## config.mk

```make
export PLATFORM = sky130hd
export DESIGN_NAME = icache_ctrl
export DESIGN_NICKNAME = d
export VERILOG_FILES = /design/src/rtl/icache_ctrl.sv
export SDC_FILE = /design/constraint.sdc
export NUM_CORES = 2
export LEC_CHECK = 0
export ABC_AREA = 0
export BUFFER_PORTS_ARGS = -buffer_cell sky130_fd_sc_hd__buf_2
export CAP_MARGIN = 20
export CORE_AREA = 10 10 369 371
export DETAILED_ROUTE_END_ITERATION = 7
export DIE_AREA = 0 0 379 381
export HOLD_SLACK_MARGIN = 0.12
export PLACE_DENSITY_LB_ADDON = 0.12
export SYNTH_ARGS = -nofsm -noshare
export SYNTH_HDL_FRONTEND = slang
export SYNTH_SLANG_ARGS = --single-unit
```

## constraint.sdc

```tcl
create_clock -name clk -period 4.2 [get_ports clk]
set_clock_uncertainty 0.2 [all_clocks]
set_input_delay 0.21 -clock clk [delete_from_list [all_inputs] [get_ports clk]]
set_output_delay 0.21 -clock clk [all_outputs]
set_load 0.005 [all_outputs]
```

## src/rtl/icache_ctrl.sv

```systemverilog
// icache_ctrl: direct-mapped instruction-cache controller in front of one cache_ram data array.
// Ports: cpu_req_* / cpu_resp_* fetch side (one pack per request); mem_req_* / mem_resp_* line refill,
//        DATA_LEN beats with pack 0 first; ram_* drive cache_ram (one-hot pack select); flush invalidates all lines.
module icache_ctrl #(
  parameter int DATA_LEN   = 4,
  parameter int DATA_PACK  = 2,
  parameter int DATA_WIDTH = 32,
  parameter int DATA_NUM   = 64,
  parameter int ADDR_WIDTH = 6,
  parameter int PC_WIDTH   = 32
) (
  input  logic                            clk,
  input  logic                            srst_n,
  input  logic                            cpu_req_valid,
  input  logic [PC_WIDTH-1:0]             cpu_req_addr,
  output logic                            cpu_req_ready,
  output logic                            cpu_resp_valid,
  output logic [DATA_WIDTH*DATA_PACK-1:0] cpu_resp_data,
  input  logic                            flush,
  output logic                            mem_req_valid,
  output logic [PC_WIDTH-1:0]             mem_req_addr,
  input  logic                            mem_req_ready,
  input  logic                            mem_resp_valid,
  input  logic [DATA_WIDTH*DATA_PACK-1:0] mem_resp_data,
  output logic [ADDR_WIDTH-1:0]           ram_addr,
  output logic [DATA_WIDTH*DATA_PACK-1:0] ram_wdata,
  output logic [DATA_LEN-1:0]             ram_ren,
  output logic [DATA_LEN-1:0]             ram_wen,
  input  logic [DATA_WIDTH*DATA_PACK-1:0] ram_rdata
);

  localparam int PACK_W = DATA_WIDTH * DATA_PACK;
  localparam int OFF_W  = $clog2(PACK_W / 8);
  localparam int WRD_W  = $clog2(DATA_LEN);
  localparam int TAG_W  = PC_WIDTH - OFF_W - WRD_W - ADDR_WIDTH;
  localparam int CNT_W  = WRD_W + 1;

  typedef enum logic [1:0] {
    IDLE     = 2'd0,
    LOOKUP   = 2'd1,
    MISS_REQ = 2'd2,
    REFILL   = 2'd3
  } state_t;

  state_t state;
  state_t state_nxt;

  logic [DATA_NUM-1:0]   valid;
  logic [TAG_W-1:0]      tag_mem [DATA_NUM];
  logic [TAG_W-1:0]      req_tag;
  logic [ADDR_WIDTH-1:0] req_index;
  logic [WRD_W-1:0]      req_word;
  logic [CNT_W-1:0]      cnt;
  logic                  flush_pend;

  logic accept;
  logic hit;
  logic beat;
  logic last_beat;
  logic unused_off;

  // Byte offset within a pack never matters: the cache always returns a whole pack.
  assign unused_off = ^cpu_req_addr[OFF_W-1:0];

  assign accept    = (state == IDLE) && cpu_req_valid;
  assign hit       = valid[req_index] && (tag_mem[req_index] == req_tag);
  assign beat      = (state == REFILL) && mem_resp_valid;
  assign last_beat = beat && (cnt == CNT_W'(DATA_LEN - 1));

  // The latched line address stays put for the whole miss, so the refill address is stable by construction.
  assign mem_req_addr = {req_tag, req_index, {(OFF_W + WRD_W){1'b0}}};

  always_ff @(posedge clk or negedge srst_n) begin
    if (!srst_n) begin
      state          <= IDLE;
      valid          <= '0;
      req_tag        <= '0;
      req_index      <= '0;
      req_word       <= '0;
      cnt            <= '0;
      flush_pend     <= 1'b0;
      cpu_resp_valid <= 1'b0;
      cpu_resp_data  <= '0;
    end else begin
      state          <= state_nxt;
      cpu_resp_valid <= 1'b0;

      if (accept) begin
        req_tag   <= cpu_req_addr[PC_WIDTH-1 -: TAG_W];
        req_index <= cpu_req_addr[OFF_W+WRD_W +: ADDR_WIDTH];
        req_word  <= cpu_req_addr[OFF_W +: WRD_W];
      end

      if ((state == LOOKUP) && hit) begin
        cpu_resp_data  <= ram_rdata;
        cpu_resp_valid <= 1'b1;
      end

      if ((state == MISS_REQ) && mem_req_ready) begin
        cnt <= '0;
      end

      if (beat) begin
        cnt <= cnt + 1'b1;
        // Critical word is only captured here; it is returned after the whole line lands.
        if (cnt[WRD_W-1:0] == req_word) begin
          cpu_resp_data <= mem_resp_data;
        end
      end

      if (flush) begin
        valid <= '0;
      end

      // A flush seen at any point of the refill (or on its final beat) leaves the new line invalid.
      if (last_beat) begin
        valid[req_index] <= !(flush_pend || flush);
        flush_pend       <= 1'b0;
        cpu_resp_valid   <= 1'b1;
      end else if (flush && ((state == MISS_REQ) || (state == REFILL))) begin
        flush_pend <= 1'b1;
      end
    end
  end

  // Tag contents need no reset: valid gates every use of them.
  always_ff @(posedge clk) begin
    if (last_beat) begin
      tag_mem[req_index] <= req_tag;
    end
  end

  always_comb begin
    state_nxt     = state;
    cpu_req_ready = 1'b0;
    mem_req_valid = 1'b0;
    ram_addr      = '0;
    ram_ren       = '0;
    ram_wen       = '0;
    ram_wdata     = '0;
    case (state)
      IDLE: begin
        cpu_req_ready = 1'b1;
        if (cpu_req_valid) begin
          state_nxt = LOOKUP;
        end
      end
      LOOKUP: begin
        ram_addr  = req_index;
        ram_ren   = DATA_LEN'(1) << req_word;
        state_nxt = hit ? IDLE : MISS_REQ;
      end
      MISS_REQ: begin
        mem_req_valid = 1'b1;
        if (mem_req_ready) begin
          state_nxt = REFILL;
        end
      end
      REFILL: begin
        if (mem_resp_valid) begin
          ram_addr  = req_index;
          ram_wen   = DATA_LEN'(1) << cnt[WRD_W-1:0];
          ram_wdata = mem_resp_data;
          if (last_beat) begin
            state_nxt = IDLE;
          end
        end
      end
      default: begin
        state_nxt = IDLE;
      end
    endcase
  end

endmodule

```

Yosys cells after proc, flatten, opt, wreduce, memory -nomap -nowiden
Memory sizes are Yosys's and may differ from the RTL's. Cells that the tools add are included.

Add/subtract/negate cells: 1. $lt $le $gt $ge: 2. Equality and inequality tests: 10. Shift-type cells: 2. Mux-type cells: 33. Reductions and logical operators: 15.

Operator list (count): $mux W64 (7); $bwmux W64 (1); $eq A21 B21 Y1 (1); $mux W4 (3); $pmux W6 S2 (1); $mux W1 (10); $mux W2 (5); $logic_and A1 B1 Y1 (8); $ne A2 B2 Y1 const B (4); $pmux W2 S4 (1); $shl A1 B2 Y4 const A (2); $lt A6 B7 Y1 const B (1); $bmux W1 S6 (1); $demux W1 S6 (1); $ge A6 B1 Y1 const B (1); $mux W3 (2); $mux W6 (1); $eq A2 B2 Y1 const B (2); $reduce_and A4 Y1 (1); $reduce_bool A2 Y1 (2); $add A3 B1 Y3 const B (1); $eq A3 B2 Y1 const B (1); $eq A2 B1 Y1 const B (1); $eq A2 B2 Y1 (1); 3 further kinds (4).

Register bits: 164. Bits in writable memories: 1344. Bits of input ports: 166. Word-level logic and storage cells: 73. Memories kept: 1.

Memories: tag_mem (words 64, width 21, rd ports 1, clocked after memory_dff 0, wr ports 1, RTL line 49) `logic [TAG_W-1:0] tag_mem [DATA_NUM];`.

Logic depth before layout (Yosys ltp)
Word-level depth: 7. Mapped depth: 17. Depth with buffers taken out: 10.

Least setup slack after synthesis
Ideal clock, no wire load.

Path type: register -> register. From: register req_index[0]. To: register valid[57]. Setup time: 132 ps. Arrival: 3341 ps. Path slack: 527 ps. Stages on the path, launching flop included: 11. Buffers on the path: 6. Cells stage by stage: dfrtp_1 -> buf_2 -> buf_4 -> buf_2 -> buf_4 -> buf_2 -> clkbuf_1 -> nand3_1 -> nor2_1 -> mux2i_1 -> nor2_1.

Cells in the longest elaborated chain, start to end: 6. Elaborated cells between the ends (all ways): 7. Those cells by class: order compare (2); mux (4); reduce/logical (1).

RTL lines: from (decl) (RTL line 51) `logic [ADDR_WIDTH-1:0] req_index;`; from (signal assigned) (RTL line 90) `req_index <= cpu_req_addr[OFF_W+WRD_W +: ADDR_WIDTH];`; $lt A6 B7 Y1 (implied by the code) or $ge A6 B1 Y1 (tied branches) (RTL line 117) `valid[req_index] <= !(flush_pend || flush);`; $logic_and A1 B1 Y1 (implied by the code) (RTL line 117); $mux W1 (implied by the code) (RTL line 117); $demux W1 S6 (*) (RTL line 117); $bwmux W64 (*) (RTL line 117); $mux W64 (*) (RTL line 116) `if (last_beat) begin`; to (signal, indexed assignment) (RTL line 117); to (decl) (RTL line 48) `logic [DATA_NUM-1:0] valid;`.

Mark *: on every way between the ends. The rest lies on a longest branch, timed or not. A chain may end at the register's enable or synchronous reset.

Worst setup path in the final report
From: register req_index[2]. To: register cpu_resp_data[11].

Cells in the longest elaborated chain, start to end: 7. Elaborated cells between the ends (all ways): 9. Those cells by class: eq/ne (1); mux (5); reduce/logical (2); memory (1).

RTL lines: $mem_v2 Z64 W21 or $bmux W1 S6 (tied branches); $eq A21 B21 Y1 or $mux W1 (tied branches) (RTL line 66) `assign hit = valid[req_index] && (tag_mem[req_index] == req_tag);`; $logic_and A1 B1 Y1 (*) (RTL line 66); $logic_and A1 B1 Y1 (*) (RTL line 94) `if ((state == LOOKUP) && hit) begin`; $mux W64 (*) (RTL line 94); $mux W64 (RTL line 106) `if (cnt[WRD_W-1:0] == req_word) begin`; $mux W64 (*) (RTL line 103) `if (beat) begin`; to (signal assigned) (RTL line 95) `cpu_resp_data <= ram_rdata;`; to (signal assigned) (RTL line 107) `cpu_resp_data <= mem_resp_data;`; to (decl) (RTL line 18) `output logic [DATA_WIDTH*DATA_PACK-1:0] cpu_resp_data,`.

Mark *: on every way between the ends. The rest lies on a longest branch, timed or not. The select of a mux whose other input is x is not followed.

==> metrics.csv <==
metric,value,unit
top flip-flop cell by instance count after synthesis,edfxtp_1,
synthesized area per cell,17.31,um2
number of buffers added on ports,334,
slew at the pin closest to its max-slew limit,854.1,ps
portion of the clock cycle consumed by the worst path in the final layout,1.060,
cell-internal power,33.18,mW
total core area,0.1288,mm2
library cell appearing most often on the critical path,buf_4,
met3 usage,0.06747,
number of sinks handled by clock tree synthesis,1508,
switching share of power,0.3282,
Critical Path Max Stage Delay,500,ps
Post-synth ARST share,0.1088,
core utilization of the finished layout,0.6067,
ranking of synthesized cells by area,"edfxtp_1 (67%), mux4_2 (7.1%), dfrtp_1 (6.8%), mux2i_1 (2.3%), a221oi_1 (1.4%)",
met2 track utilization from global routing,0.4304,
met1 Use GR,0.4119,
area of the multi-input gates,0.01549,mm2
achievable frequency,224.7,MHz
type of the worst setup path,reg -> reg,
area share of the largest cell type after synthesis,0.6721,
number of DRC violations after detailed routing,0,
number of nets in the layout,4767,
DR pass1 iterations,6,
Setup TNS,-9297,ps
Hold Path Class,in -> reg,
total clock buffers created by CTS,159,
number of cell rows,132,
max-slew violation count,0,
Yosys reg bits,1508,
result of the run,finished with violations,
number of max-cap violations,0,
area enclosed by the die boundary,0.1444,mm2
layer with the highest usage,met2,
clock network fraction of total power,0.291,
cell breakdown of the critical path,buf_4 -> buf_4 -> buf_4 -> mux4_2 -> nand2_1 -> a31oi_1 -> nor4_4 -> xor2_2 -> o2111ai_1 -> buf_4 -> nor4_4 -> buf_6 -> buf_12 -> buf_16 -> buf_12 -> nand3_1 -> o211ai_1,
library cell used as clock root buffer,clkbuf_16,
global-route wire length before repair,297900,um
Flop pwr share,0.366,
YS warnings,0,
clock insertion delay at the later pin of the skew report,820,ps
post-synthesis sequential area ratio,0.7405,
count of antenna-violating nets left after detailed routing,0,
type of origin of the critical path,register,
area growth from synthesis to final layout,30.17,%
Worst-path clk slew,60,ps
Worst slew margin,0.4306,
worst-case clock buffer depth,3,
final setup violation count,65,
total number of vias,40010,
category of cells accounting for the largest share of critical-path delay,buffers and inverters,
die extent in x,379,um
register area,0.04451,mm2
clock tree from TritonCTS,yes,
H-tree levels,4,
Routed WL,213500,um
Crit path arrival time,4940,ps
detail-routed net length per standard cell,33.32,um
Mapped Area,0.06005,mm2
capturing element type of the critical path,register,
biggest area consumer among synthesized cells,edfxtp_1,
proportion of power drawn by combinational gates,0.343,
post-detail-place hpwl,132500,um
cell with the largest stage delay on the worst path,dfrtp_4,
sw power,16.21,mW
vias in the first global route,38850,
post-route minimum period,4451,ps
"EDFF count, synth",1344,
Peak supply drop,0.4772,mV
crit path max fanout,12,
synthesized instance count,3468,
global placer's final weighted congestion,0.9382,
number of different library cells in the post-synthesis netlist,70,
initial antenna violation count,6,
per-cell via count in the routed design,6.245,
IO Pins,343,
RSZ-0062 raised after global routing,yes,
final worst setup slack,-250.8,ps
WP data required,4690,ps
number of design-rule violations left by the first detailed-router iteration,5424,
leakage component of the power,28.26,nW
list of most frequent post-synthesis cells,"edfxtp_1 (1,344), nand2_1 (212), mux4_2 (188)",
ratio of cells with drive above 1 in the final layout,0.3379,
filler cell count,9351,
number of hold violations in the final report,0,
power density cells,631.9,mW/mm2
failing checks,negative setup slack,
Initial Util,0.4661,
GRT Total Usage,0.2890,
largest net degree at the start of global routing,129,
Vert. Die Dim,381,um
total overflow reported by the global router,0,
critical path buffer and inverter count,8,
top-count cell post-synth,edfxtp_1,
cells by family (layout without fill, tap and decap cells):
| logic type | count (synthesis) | count (layout) | share of synthesized area |
|---|---|---|---|
| AOI/OAI and AO/OA | 563 | 563 | 0.07020 |
| DFF | 1508 | 1508 | 0.7405 |
| buffers and inverters | 260 | 1514 | 0.02023 |
| adders and majority gates | 5 | 5 | 0.001042 |
| and+or+nand+nor | 725 | 725 | 0.06001 |
| other | 1 | 11 | 0.00006245 |
| xor gates and xnor gates | 14 | 14 | 0.002042 |
| muxes | 392 | 392 | 0.1059 |
sequential cells by signal, indices dropped and copies added (netlist names), named ones only:
register,count
cpu_resp_valid,1
req_word,2
cnt,3
flush_pend,1
state,1
valid,64
cpu_resp_data,64
tag_mem,1344
req_tag,21
req_index,6
worst register-to-register path: stages, from the launching register on:
cell and delay, ps:
dfrtp_4 500, buf_4 320, buf_4 290, buf_4 300
mux4_2 330, nand2_1 210, a31oi_1 160, nor4_4 300
xor2_2 310, o2111ai_1 170, buf_4 170, nor4_4 260
buf_6 160, buf_12 150, buf_16 150, buf_12 100
nand3_1 100, o211ai_1 160
through the flow:
step           setup WS [ps]  area [um2]  instances  power [mW]  hold slack, ps
2_1_floorplan          526.9       60060       3472       25.80          -285.6
3_3_place_gp          -490.1       68050       5727       33.50           157.3
4_1_cts               -90.32       77560       6383       48.77           199.3
5_1_grt               -342.7       78160       6406       50.88           291.4
6_report              -250.8       78160       6407       49.39           266.7
3_5_place_dp          -583.6       68050       5727       33.56           153.5
final cells by class:
type | count | share of cell area
clock inverter | 84 | 0.01162
clock buffer | 207 | 0.05659
tap | 1675 | 0.02681
inverter | 11 | 0.0005283
multi-input combinational | 1704 | 0.1982
antenna | 6 | 0.0001921
sequential | 1508 | 0.5694
timing repair buffer | 1212 | 0.1366
routing by layer:
layer / part of all wire / routed length [um] / vias to the layer above
li1: - / - / 16310
met1: 0.40 / 86030 / 20740
met2: 0.45 / 95960 / 2460
met3: 0.10 / 22280 / 490
met4: 0.043 / 9170 / 2
met5: 0.000094 / 20 / -
final timing paths:
check                                    end      startpoint  depth (start not counted)  slack [ps]
max                        cpu_resp_data[11]    req_index[2]                         17        -250
min                           cpu_resp_valid  mem_resp_valid                          5         270
max reg2reg                cpu_resp_data[11]    req_index[2]                         17        -250
min reg2reg                           cnt[2]          cnt[2]                          2         290
max in group asynchronous         req_tag[7]          srst_n                          4        2930
min in group asynchronous             cnt[2]          srst_n                          4         390
layout by cell type, fill, tap and decap left out, drive strengths merged, types with 9 or more instances in the layout:
cell type and instances:
mux2i 136, nand3b 9, mux4 188, a22o 21, clkinv 49, xnor2 9
and3 14, dfrtp 164, buf 870, and2 79, nor4 11, o221ai 21
nor3b 10, a22oi 99, clkbuf 213, a211oi 67, nor2 164, edfxtp 1344
clkinvlp 10, a31oi 9, a221oi 96, nand2b 9, mux2 68, inv 20
nor2b 9, a21oi 37, dlygate4sd3 334, o21ai 40, o211ai 69, o22ai 47
a221o 12, nand3 108, bufinv 16, nand2 212, nand4 17, nor3 30
power by group through the flow:
| stage | clock network, mW | registers, mW | logic [mW] |
|---|---|---|---|
| after floorplan | 0 | 18.5 | 7.27 |
| after global placement | 0 | 18.3 | 15.2 |
| after detailed placement | 0 | 18.3 | 15.2 |
| after CTS | 14.5 | 18.0 | 16.2 |
| after global routing | 15.1 | 18.1 | 17.7 |
| final | 14.4 | 18.1 | 17.0 |
timing repair:
action / CTS / global route
gates resized for setup: 94 / 73
pin swaps: 76 / 69
hold buffers: 335 / 0
hold endpoints to repair: 296 / 0
setup endpoints to repair: 66 / 66
buffers inserted: 30 / 15
gates cloned: 4 / 6
No activity file was read; power rests on OpenSTA's default activity.
